$ cat config.mk
export PLATFORM = sky130hd
export DESIGN_NAME = ascon_host_if
export DESIGN_NICKNAME = d
export VERILOG_FILES = /design/src/rtl/ascon_pkg.sv /design/src/rtl/ascon_nonce_ser.sv /design/src/rtl/ascon_host_if.sv
export SDC_FILE = /design/constraint.sdc
export NUM_CORES = 1
export LEC_CHECK = 0
export BUFFER_PORTS_ARGS = -buffer_cell sky130_fd_sc_hd__buf_2
export CAP_MARGIN = 15
export CORE_ASPECT_RATIO = 0.75
export CORE_MARGIN = 1.5
export CORE_UTILIZATION = 45
export CTS_CLUSTER_SIZE = 8
export DETAILED_ROUTE_END_ITERATION = 6
export PLACE_DENSITY = 0.71
export SYNTH_ARGS = -nofsm -noshare
export SYNTH_HDL_FRONTEND = slang
export SYNTH_SLANG_ARGS = --single-unit
$ cat constraint.sdc
create_clock -name clk -period 2.5 [get_ports clk]
set_clock_uncertainty 0.05 [all_clocks]
set_input_delay 0.125 -clock clk [delete_from_list [all_inputs] [get_ports clk]]
set_output_delay 0.125 -clock clk [all_outputs]
set_load 0.05 [all_outputs]
$ cat src/rtl/ascon_pkg.sv
`default_nettype none
// ============================================================================
// Module      : ascon_pkg
// Description : Shared definitions for the ASCON host interface. Holds the
//               host command opcodes, core operation-mode codes, register
//               write-back select codes, nonce shift selects, the host FSM
//               encoding and a byte-extraction helper.
// Revision    : 1.0 - initial release
// ============================================================================
package ascon_pkg;

  // Command byte opcode field [7:6]
  typedef enum logic [1:0] {
    OP_WRITE = 2'b00,
    OP_READ  = 2'b01,
    OP_START = 2'b10,
    OP_NOP   = 2'b11
  } opcode_e;

  // Operation modes forwarded to the core on start
  typedef enum logic [2:0] {
    MODE_IDLE     = 3'd0,
    MODE_AEAD_ENC = 3'd1,
    MODE_AEAD_DEC = 3'd2,
    MODE_HASH     = 3'd3
  } op_mode_e;

  // Register select codes; shared by host targets and core write-back
  localparam logic [1:0] REG0_WRBACK_SEL = 2'd0;
  localparam logic [1:0] REG1_WRBACK_SEL = 2'd1;
  localparam logic [1:0] REG2_WRBACK_SEL = 2'd2;
  localparam logic [1:0] TGT_NONCE       = 2'd3;

  // Core state words targeted by the nonce serializer
  localparam logic [2:0] NONCE_SEL_S3 = 3'd3;
  localparam logic [2:0] NONCE_SEL_S4 = 3'd4;

  // Index of the final byte of every 16-byte transfer
  localparam logic [3:0] LAST_BYTE_IDX = 4'hF;

  // Host interface FSM encoding
  typedef enum logic [2:0] {
    ST_CMD         = 3'd0,
    ST_WR_DATA     = 3'd1,
    ST_NONCE_SHIFT = 3'd2,
    ST_START       = 3'd3,
    ST_BUSY        = 3'd4
`ifdef ASCON_HOST_IF_READBACK_EN
    , ST_RD_DATA   = 3'd5
`endif
  } state_e;

  // Byte idx of a 128-bit word, counted from the MSB (idx 0 = bits 127:120)
  function automatic logic [7:0] reg_byte(input logic [127:0] r,
                                          input logic [3:0]   idx);
    logic [127:0] t;
    t = r << {idx, 3'b000};
    return t[127:120];
  endfunction

endpackage
`default_nettype wire

$ cat src/rtl/ascon_nonce_ser.sv
`default_nettype none
// ============================================================================
// Module      : ascon_nonce_ser
// Description : Nonce bit serializer. A byte loaded on load_i is shifted out
//               MSB first over the following 8 cycles with shift_en_o high;
//               done_o pulses during the eighth (last) bit cycle.
// Ports       : clk, rst_n     - clock, async active-low reset
//               load_i, byte_i - byte load strobe and data
//               shift_en_o     - a bit is valid on bit_o this cycle
//               bit_o          - current serial bit
//               done_o         - last bit of the byte is on bit_o
// Revision    : 1.0 - initial release
// ============================================================================
module ascon_nonce_ser (
  input  logic       clk,
  input  logic       rst_n,
  input  logic       load_i,
  input  logic [7:0] byte_i,
  output logic       shift_en_o,
  output logic       bit_o,
  output logic       done_o
);

  logic [7:0] sh_q;
  logic [2:0] bit_cnt_q;
  logic       active_q;

  always_ff @(posedge clk or negedge rst_n) begin
    if (!rst_n) begin
      sh_q      <= '0;
      bit_cnt_q <= '0;
      active_q  <= 1'b0;
    end else if (load_i) begin
      sh_q      <= byte_i;
      bit_cnt_q <= '0;
      active_q  <= 1'b1;
    end else if (active_q) begin
      sh_q      <= {sh_q[6:0], 1'b0};
      bit_cnt_q <= bit_cnt_q + 3'd1;
      if (bit_cnt_q == 3'd7) begin
        active_q <= 1'b0;
      end
    end
  end

  assign shift_en_o = active_q;
  assign bit_o      = sh_q[7];
  assign done_o     = active_q && (bit_cnt_q == 3'd7);

endmodule
`default_nettype wire

$ cat src/rtl/ascon_host_if.sv
`default_nettype none
// ============================================================================
// Module      : ascon_host_if
// Description : Byte-wide host interface for an ASCON core. Decodes command
//               bytes, loads the 128-bit key/text/AD registers, serially
//               loads the nonce into the core state, starts operations and
//               accepts register write-back from the core.
// Ports       : clk, rst_n                     - clock, async active-low reset
//               in_valid/in_ready/in_data      - host byte input
//               out_valid/out_ready/out_data   - register readback bytes
//               reg0/1/2_128b                  - registers to the core
//               operation_mode/operation_ready - start request to the core
//               state_shift_en/sel/lsb         - serial nonce load
//               reg_128b_wrback_*              - core register write-back
//               operation_done, busy           - completion / busy status
// Build option: ASCON_HOST_IF_READBACK_EN - enables the readback path; when
//               undefined, read commands are consumed and ignored and
//               out_valid is tied low.
// Revision    : 1.0 - initial release
// ============================================================================
module ascon_host_if
  import ascon_pkg::*;
(
  input  logic         clk,
  input  logic         rst_n,
  input  logic         in_valid,
  output logic         in_ready,
  input  logic [7:0]   in_data,
  output logic         out_valid,
  input  logic         out_ready,
  output logic [7:0]   out_data,
  output logic [127:0] reg0_128b,
  output logic [127:0] reg1_128b,
  output logic [127:0] reg2_128b,
  output logic [2:0]   operation_mode,
  output logic         operation_ready,
  output logic         state_shift_en,
  output logic [2:0]   state_shift_sel,
  output logic         state_shift_lsb,
  input  logic         reg_128b_wrback_en,
  input  logic [1:0]   reg_128b_wrback_sel,
  input  logic [127:0] reg_128b_wrback_val,
  input  logic         operation_done,
  output logic         busy
);

  state_e       state_q, state_d;
  logic [3:0]   byte_cnt_q, byte_cnt_d;
  logic [1:0]   target_q, target_d;
  logic [2:0]   mode_q, mode_d;
  logic [127:0] reg_q [3];

  logic         accept;
  logic         host_wr_en;
  logic         ser_load;
  logic         ser_done;
  logic         rd_valid;

  assign accept = in_valid && in_ready;

  // --------------------------------------------------------------------------
  // State registers
  // --------------------------------------------------------------------------
  always_ff @(posedge clk or negedge rst_n) begin
    if (!rst_n) begin
      state_q    <= ST_CMD;
      byte_cnt_q <= '0;
      target_q   <= '0;
      mode_q     <= MODE_IDLE;
    end else begin
      state_q    <= state_d;
      byte_cnt_q <= byte_cnt_d;
      target_q   <= target_d;
      mode_q     <= mode_d;
    end
  end

  // --------------------------------------------------------------------------
  // Next-state and output decode
  // --------------------------------------------------------------------------
  always_comb begin
    state_d         = state_q;
    byte_cnt_d      = byte_cnt_q;
    target_d        = target_q;
    mode_d          = mode_q;
    in_ready        = 1'b0;
    operation_ready = 1'b0;
    busy            = 1'b0;
    ser_load        = 1'b0;
    host_wr_en      = 1'b0;
    rd_valid        = 1'b0;

    case (state_q)
      ST_CMD: begin
        in_ready = 1'b1;
        if (accept) begin
          case (in_data[7:6])
            OP_WRITE: begin
              target_d   = in_data[5:4];
              byte_cnt_d = '0;
              state_d    = ST_WR_DATA;
            end
`ifdef ASCON_HOST_IF_READBACK_EN
            OP_READ: begin
              // The nonce lives inside the core state and cannot be read back
              if (in_data[5:4] != TGT_NONCE) begin
                target_d   = in_data[5:4];
                byte_cnt_d = '0;
                state_d    = ST_RD_DATA;
              end
            end
`endif
            OP_START: begin
              mode_d  = in_data[2:0];
              state_d = ST_START;
            end
            default: begin
              // Unused opcodes are consumed without effect
            end
          endcase
        end
      end

      ST_WR_DATA: begin
        in_ready = 1'b1;
        if (accept) begin
          if (target_q == TGT_NONCE) begin
            // Byte counter advances when the serializer finishes the byte
            ser_load = 1'b1;
            state_d  = ST_NONCE_SHIFT;
          end else begin
            host_wr_en = 1'b1;
            byte_cnt_d = byte_cnt_q + 4'd1;
            if (byte_cnt_q == LAST_BYTE_IDX) begin
              state_d = ST_CMD;
            end
          end
        end
      end

      ST_NONCE_SHIFT: begin
        if (ser_done) begin
          byte_cnt_d = byte_cnt_q + 4'd1;
          state_d    = (byte_cnt_q == LAST_BYTE_IDX) ? ST_CMD : ST_WR_DATA;
        end
      end

      ST_START: begin
        operation_ready = 1'b1;
        busy            = 1'b1;
        state_d         = ST_BUSY;
      end

      ST_BUSY: begin
        busy = 1'b1;
        if (operation_done) begin
          state_d = ST_CMD;
        end
      end

`ifdef ASCON_HOST_IF_READBACK_EN
      ST_RD_DATA: begin
        rd_valid = 1'b1;
        if (out_ready) begin
          byte_cnt_d = byte_cnt_q + 4'd1;
          if (byte_cnt_q == LAST_BYTE_IDX) begin
            state_d = ST_CMD;
          end
        end
      end
`endif

      default: begin
        state_d = ST_CMD;
      end
    endcase
  end

  // --------------------------------------------------------------------------
  // Key/text/AD registers. Core write-back takes priority over a host byte
  // landing on the same register in the same cycle.
  // --------------------------------------------------------------------------
  always_ff @(posedge clk or negedge rst_n) begin
    if (!rst_n) begin
      for (int i = 0; i < 3; i++) begin
        reg_q[i] <= '0;
      end
    end else begin
      for (int i = 0; i < 3; i++) begin
        if (reg_128b_wrback_en && (reg_128b_wrback_sel == 2'(i))) begin
          reg_q[i] <= reg_128b_wrback_val;
        end else if (host_wr_en && (target_q == 2'(i))) begin
          reg_q[i] <= {reg_q[i][119:0], in_data};
        end
      end
    end
  end

  assign reg0_128b      = reg_q[REG0_WRBACK_SEL];
  assign reg1_128b      = reg_q[REG1_WRBACK_SEL];
  assign reg2_128b      = reg_q[REG2_WRBACK_SEL];
  assign operation_mode = mode_q;

  // --------------------------------------------------------------------------
  // Nonce serializer: first 8 bytes go to S_3, the remaining 8 to S_4
  // --------------------------------------------------------------------------
  ascon_nonce_ser u_nonce_ser (
    .clk        (clk),
    .rst_n      (rst_n),
    .load_i     (ser_load),
    .byte_i     (in_data),
    .shift_en_o (state_shift_en),
    .bit_o      (state_shift_lsb),
    .done_o     (ser_done)
  );

  assign state_shift_sel = byte_cnt_q[3] ? NONCE_SEL_S4 : NONCE_SEL_S3;

  // --------------------------------------------------------------------------
  // Readback path
  // --------------------------------------------------------------------------
`ifdef ASCON_HOST_IF_READBACK_EN
  logic [127:0] rd_reg;

  always_comb begin
    rd_reg = reg_q[REG0_WRBACK_SEL];
    case (target_q)
      REG1_WRBACK_SEL: rd_reg = reg_q[REG1_WRBACK_SEL];
      REG2_WRBACK_SEL: rd_reg = reg_q[REG2_WRBACK_SEL];
      default:         rd_reg = reg_q[REG0_WRBACK_SEL];
    endcase
  end

  assign out_valid = rd_valid;
  assign out_data  = reg_byte(rd_reg, byte_cnt_q);
`else
  logic unused_rd;

  assign unused_rd = &{1'b0, out_ready, rd_valid};
  assign out_valid = 1'b0;
  assign out_data  = 8'h00;
`endif

endmodule
`default_nettype wire

==> summary.md, run 1 <==
| Metric | Value |
|---|---|
| Number of flops mapped to enable cells by yosys | 0 |
| Cell variety after synth | 41 |
| Seq/Total Area, Yosys | 53.41% |
| Post-detailed-route wirelength per cell | 21.13 um |
| Initial drt markers | 998 |
| PortBufs | 537 |
| CTS Sinks | 408 |
| Vias in the first global route | 16360 |
| GR Layer Usage met2 | 46.23% |
| Start-to-end type of the worst setup path | flop to output port |
| Fin. Hold Viols | 0 |
| Worst reg-to-reg path cell count | 5 |
| Grt ovf | 0 |
| Least-Margin Pin Slew | 0.7582 ns |
| Worst reg2reg setup slack | 0.46 ns |
| Critical path origin | state_q[1] |
| Syn_area_per_cell | 10.59 sq um |
| Async SR Flop Fraction | 100.0% |
| CTS Buf Count | 56 |
| Final setup fails | 0 |
| Pre-CTS setup slack | 0.5088 ns |
| Clock Tree Buf Depth | 3 |
| DR vias/cell | 5.366 |
| Max-cap violations | 0 |
| Die width | 241 um |
| Most frequent cell after synthesis | dfrtp_1 |
| Most used DFF post-synth | dfrtp_1 |
| Final RePlAce weighted congestion | 0.8952 |
| I/O pins | 548 |
| Met3 usage | 7.054% |
| Detail Route Antenna Nets | 0 |
| Yosys top cell area share | 53.41% |
| CP max FO | 14 |
| Starting density of the core | 45.55% |
| Fin crit share | 82.67% |
| Drt drc | 0 |
| RSZ-0062 raised after global routing | no |
| Die Y-Extent | 181.5 um |
| Worst flop-to-flop path endpoint | reg1_128b[106] |
| Synthesized area | 19120 sq um |
| Status | finished clean |
| N_diodes | 0 |
| PD cells | 1510 nW/um^2 |
| CORE AREA | 41970 sq um |
| Post-synthesis register bit count | 408 |
| Root buf cell | clkbuf_16 |
| Clk_lat worst skew | 0.58 ns |
| Clock transition at path regs | 0.05 ns |
| Critical path data arrival time | 1.89 ns |
| Crit path to | busy |
| TritonCTS clock tree | yes |
| Type of the worst min-delay path | input pin to async pin |
| Relative slew margins | 49.46% |
| Layout Nets | 2590 |
| Mapped Cells | 1805 |
| Final Max Slew Viols | 0 |
| Die ar. | 43740 sq um |
| H-tree lvl count | 2 |
| Cell Rows | 65 |
| GRT busiest layer | met2 |
| Setup TNS | 0 ns |
| Initial antenna violation count | 0 |
| Leakage power total | 13.50 nW |
| Area Growth Syn to Fin | 31.30% |
| Fmax | 0.4839 GHz |
| Final WS setup | 0.4334 ns |
| Detailed Place HPWL | 44.36 mm |
| Critical R2R Launch | state_q[1] |
| Top cells by area, synth | dfrtp_1 (53%), mux2i_1 (21%), o21ai_0 (8.1%) |
| Critical Path RT | 2.33 ns |
| Post-synth top cells | dfrtp_1 (408), mux2i_1 (394), nand2_1 (376), o21ai_0 (308), o21ai_1 (68) |
| Critical path launch point type | flop |
| Crit. End Element | output port |
| Drt pass-1 iters | 6 |
| Share of cells above drive strength 1 | 28.04% |
| Routed WL | 63.64 mm |
| Synth warnings | 0 |
| VDD IR max | 0.001267 V |
| Global-route wire length before repair | 96.44 mm |
| Minimum clock period | 2.067 ns |
| Largest net degree at the start of global routing | 109 |
| Vias after detailed routing | 16160 |
| GRT Total Usage | 28.48% |
| M1 GR Usage | 37.13% |
| Area leader, netlist | dfrtp_1 |
critical path, cell delays in order, from the launching register on:
cell and delay, ns:
dfrtp_1 0.52, or3_1 0.44, nand2_1 0.09, buf_2 0.27
what timing repair did:
action	CTS	global route
gates resized for setup	0	0
hold endpoints to repair	806	0
setup buffers	0	0
hold buffers	139	0
placed cells by master (no fill, tap or decap), types with 6 or more instances in the layout:
cell           instances
nand2_1              376
nor2_1                 9
o21ai_2               20
inv_1                  6
mux2i_1              394
buf_2                536
o21ai_1               68
dfrtp_1              408
buf_12                24
dlygate4sd3_1        139
conb_1                 9
o21ai_0              308
nand2_2               20
buf_4                 15
clkbuf_16             56
layer usage:
metal | wire (um) | vias up
met2 | 30050 | 623
li1 | - | 7486
met1 | 26410 | 7915
met4 | 2193 | 0
met5 | 0 | -
met3 | 4991 | 139
flip-flops by register name (all words and copies together) (netlist names):
register,flops
reg0_128b,128
reg1_128b,128
reg2_128b,128
u_nonce_ser.sh_q,8
byte_cnt_q,4
operation_mode,3
state_q,3
u_nonce_ser.bit_cnt_q,3
target_q,2
u_nonce_ser.shift_en_o,1
cells by family (layout without fill, tap and decap cells):
logic type / count (synthesis) / in the layout / share of synthesized area [%]
AND/OR/NAND/NOR: 431 / 431 / 9.150
buffers and inverters: 149 / 779 / 4.680
multiplexers: 399 / 399 / 20.92
flip-flops: 408 / 408 / 53.41
other: 1 / 9 / 0.01962
AO/OA/AOI/OAI: 412 / 412 / 11.53
XOR/XNOR: 2 / 2 / 0.09165
adder cells (fa/ha/maj): 3 / 3 / 0.1964
how the worst min path moves through the flow:
stage | endpoint | slack (ns) | cells after the start
finish | reg0_128b[100] | 0.04 | 2
floorplan | byte_cnt_q[0] | -0.22 | 0
detailed placement | reg0_128b[100] | 0.06 | 1
global placement | reg0_128b[100] | 0.05 | 1
global route | reg1_128b[100] | 0.07 | 2
CTS | reg0_128b[106] | 0.05 | 2
area by class of cell:
type / count / area, sq um
Inverter: 6 / 22.52
Clock inverter: 2 / 25.02
Sequential cell: 408 / 10210
Timing Repair Buffer: 715 / 4682
Fill cell: 3471 / 16860
Clock buffer: 56 / 1401
Multi-Input combinational cell: 1256 / 8049
Tap cell: 569 / 711.9
report_power, final:
part | leakage (nW) | internal (mW) | switching [mW]
Sequential | 5.32 | 9.47 | 2.89
Clock | 0.702 | 3.89 | 2.69
Combinational | 7.48 | 4.35 | 14.6
Total | 13.5 | 17.7 | 20.2
per-stage QoR:
stage | std cells | utilization, % | total power [mW] | hold WS (ns) | cell area, sq um
2_1_floorplan | 1813 | - | 25.45 | -0.2206 | 19150
3_3_place_gp | 2815 | 53.10 | 30.78 | 0.05131 | 22280
3_5_place_dp | 2815 | 53.10 | 31.16 | 0.05817 | 22280
4_1_cts | 3012 | 59.82 | 38.03 | 0.05476 | 25100
5_1_grt | 3012 | 59.82 | 39.69 | 0.07213 | 25100
6_report | 3012 | 59.82 | 37.90 | 0.04478 | 25100
Note: power is estimated with default switching activity, not from simulation.
==> inputs of run 2 (changes only) <==
- clock period: 2.5 -> 2.1 ns (I/O delays scaled with it)
==> run 2 against run 1 <==
Non-clock buffer count rose by 29. Setup slack lost 0.35 ns. Critical endpoint unchanged. Combinational power up 21%. Wire length is 2.2% higher. Global-route usage rose by 0.77 points. Clock power rose by 20%. Critical path type unchanged. Die area unchanged.
==> summary.md, run 2 (synthesis results as in run 1) <==
| Metric | Value |
|---|---|
| Worst-path cell chain | buf_4, or3_1, nand2_1, buf_2 |
| CP max FO | 10 |
| Drt pass-1 iters | 5 |
| Setup Fix Bufs, Post-CTS | 0 |
| Least-Margin Pin Slew | 0.6001 ns |
| DP Cell Count | 2844 |
| Util after Layout | 60.53% |
| Fin. Hold Viols | 0 |
| Largest net degree at the start of global routing | 93 |
| Post-detailed-route wirelength per cell | 21.37 um |
| CP bufs+invs | 2 |
| Slowest-stage cell, CP | dfrtp_1 |
| VDD IR max | 0.001334 V |
| Critical Path RT | 1.95 ns |
| Detailed Place HPWL | 45.96 mm |
| Vias in the first global route | 16840 |
| Clock transition at path regs | 0.05 ns |
| Status | finished clean |
| Routed WL | 65.02 mm |
| PD cells | 1790 nW/um^2 |
| Share of cells above drive strength 1 | 28.95% |
| CP delay by family, top | simple AND/OR/NAND/NOR gates |
| Global-route wire length before repair | 99.06 mm |
| Die ar. | 43740 sq um |
| CP max stage delay | 0.38 ns |
| Vias after detailed routing | 16470 |
| Layout Nets | 2619 |
| Leakage power total | 13.67 nW |
| Critical path data arrival time | 1.86 ns |
| Die width | 241 um |
| TritonCTS clock tree | yes |
| DR vias/cell | 5.413 |
| Root buf cell | clkbuf_16 |
| Max-cap violations | 0 |
| CTS Buf Count | 56 |
| Type of the worst min-delay path | input pin to async pin |
| Clk_lat worst skew | 0.57 ns |
| Initial drt markers | 1056 |
| Start-to-end type of the worst setup path | flop to output port |
| H-tree lvl count | 2 |
| Crit. End Element | output port |
| Die Y-Extent | 181.5 um |
| Critical path launch point type | flop |
| Final RePlAce weighted congestion | 0.9006 |
| Minimum clock period | 2.018 ns |
| Commonest non-fill, non-tap cell in the layout | buf_2 |
| Final Total Pwr | 45.48 mW |
| Detail Route Antenna Nets | 0 |
| GRT Total Usage | 29.25% |
| Cell Rows | 65 |
| RSZ-0062 raised after global routing | no |
| Final Max Slew Viols | 0 |
| Initial antenna violation count | 0 |
| CORE AREA | 41970 sq um |
| N_diodes | 0 |
| Final setup fails | 0 |
| Setup TNS | 0 ns |
| CTS Sinks | 408 |
| Starting density of the core | 45.55% |
| Clock Tree Buf Depth | 3 |
| Grt ovf | 0 |
| Drt drc | 0 |
| Finished Layout Cells | 3042 |
| Fmax | 0.4956 GHz |
| Relative slew margins | 60.00% |
| PortBufs | 537 |
| Worst hold slack | 0.07909 ns |
| Area Growth Syn to Fin | 32.87% |
| Commonest cells after routing, fill and taps aside | buf_2 (536), dfrtp_1 (407), mux2i_1 (394) |
| Fin crit share | 96.08% |
| I/O pins | 548 |
[run 2: stage by stage]
stage / area, sq um / setup slack (ns)
3_5_place_dp: 22560 / 0.2953
4_1_cts: 25400 / 0.04274
6_report: 25400 / 0.08232
3_3_place_gp: 22560 / 0.3351
2_1_floorplan: 19150 / 0.3921
5_1_grt: 25400 / 0.009537
[run 2: layout make-up]
type                            count  area, sq um
Inverter                            6        22.52
Timing Repair Buffer              744         4962
Multi-Input combinational cell   1256         8049
Fill cell                        3458        16560
Tap cell                          569        711.9
Clock inverter                      2        17.52
Clock buffer                       57         1426
Sequential cell                   408        10210
[run 2: layer usage]
metal | GRT usage, % | vias up | wire [um]
met3 | 7.145 | 168 | 5258
met5 | 0 | - | 0
met4 | 12.45 | 0 | 2765
met1 | 37.72 | 8044 | 26340
li1 | - | 7536 | -
met2 | 46.94 | 718 | 30660
[run 2: what timing repair did]
action,CTS,global route
gates resized for setup,0,1
setup endpoints to repair,0,1
hold buffers,139,0
hold endpoints to repair,727,0
[run 2: path summary, 6_finish.rpt]
path                                 from              to  slack, ns  depth (start not counted)
setup / recovery               state_q[0]            busy       0.08                          4
hold / removal                      rst_n   reg0_128b[91]       0.08                          2
setup reg to reg               state_q[2]   reg1_128b[80]       0.30                          6
hold reg to reg            reg0_128b[120]  reg0_128b[120]       0.42                          2
max in group asynchronous           rst_n   reg1_128b[82]       1.05                          4
min in group clk                 in_valid   byte_cnt_q[3]       0.09                          5
[run 2: power by group]
group / internal [mW] / total, mW / switching [mW] / leakage (nW)
registers: 11.3 / 14.7 / 3.42 / 5.32
clock network: 4.71 / 7.93 / 3.22 / 0.711
logic: 5.30 / 22.8 / 17.5 / 7.65
total: 21.3 / 45.5 / 24.2 / 13.7
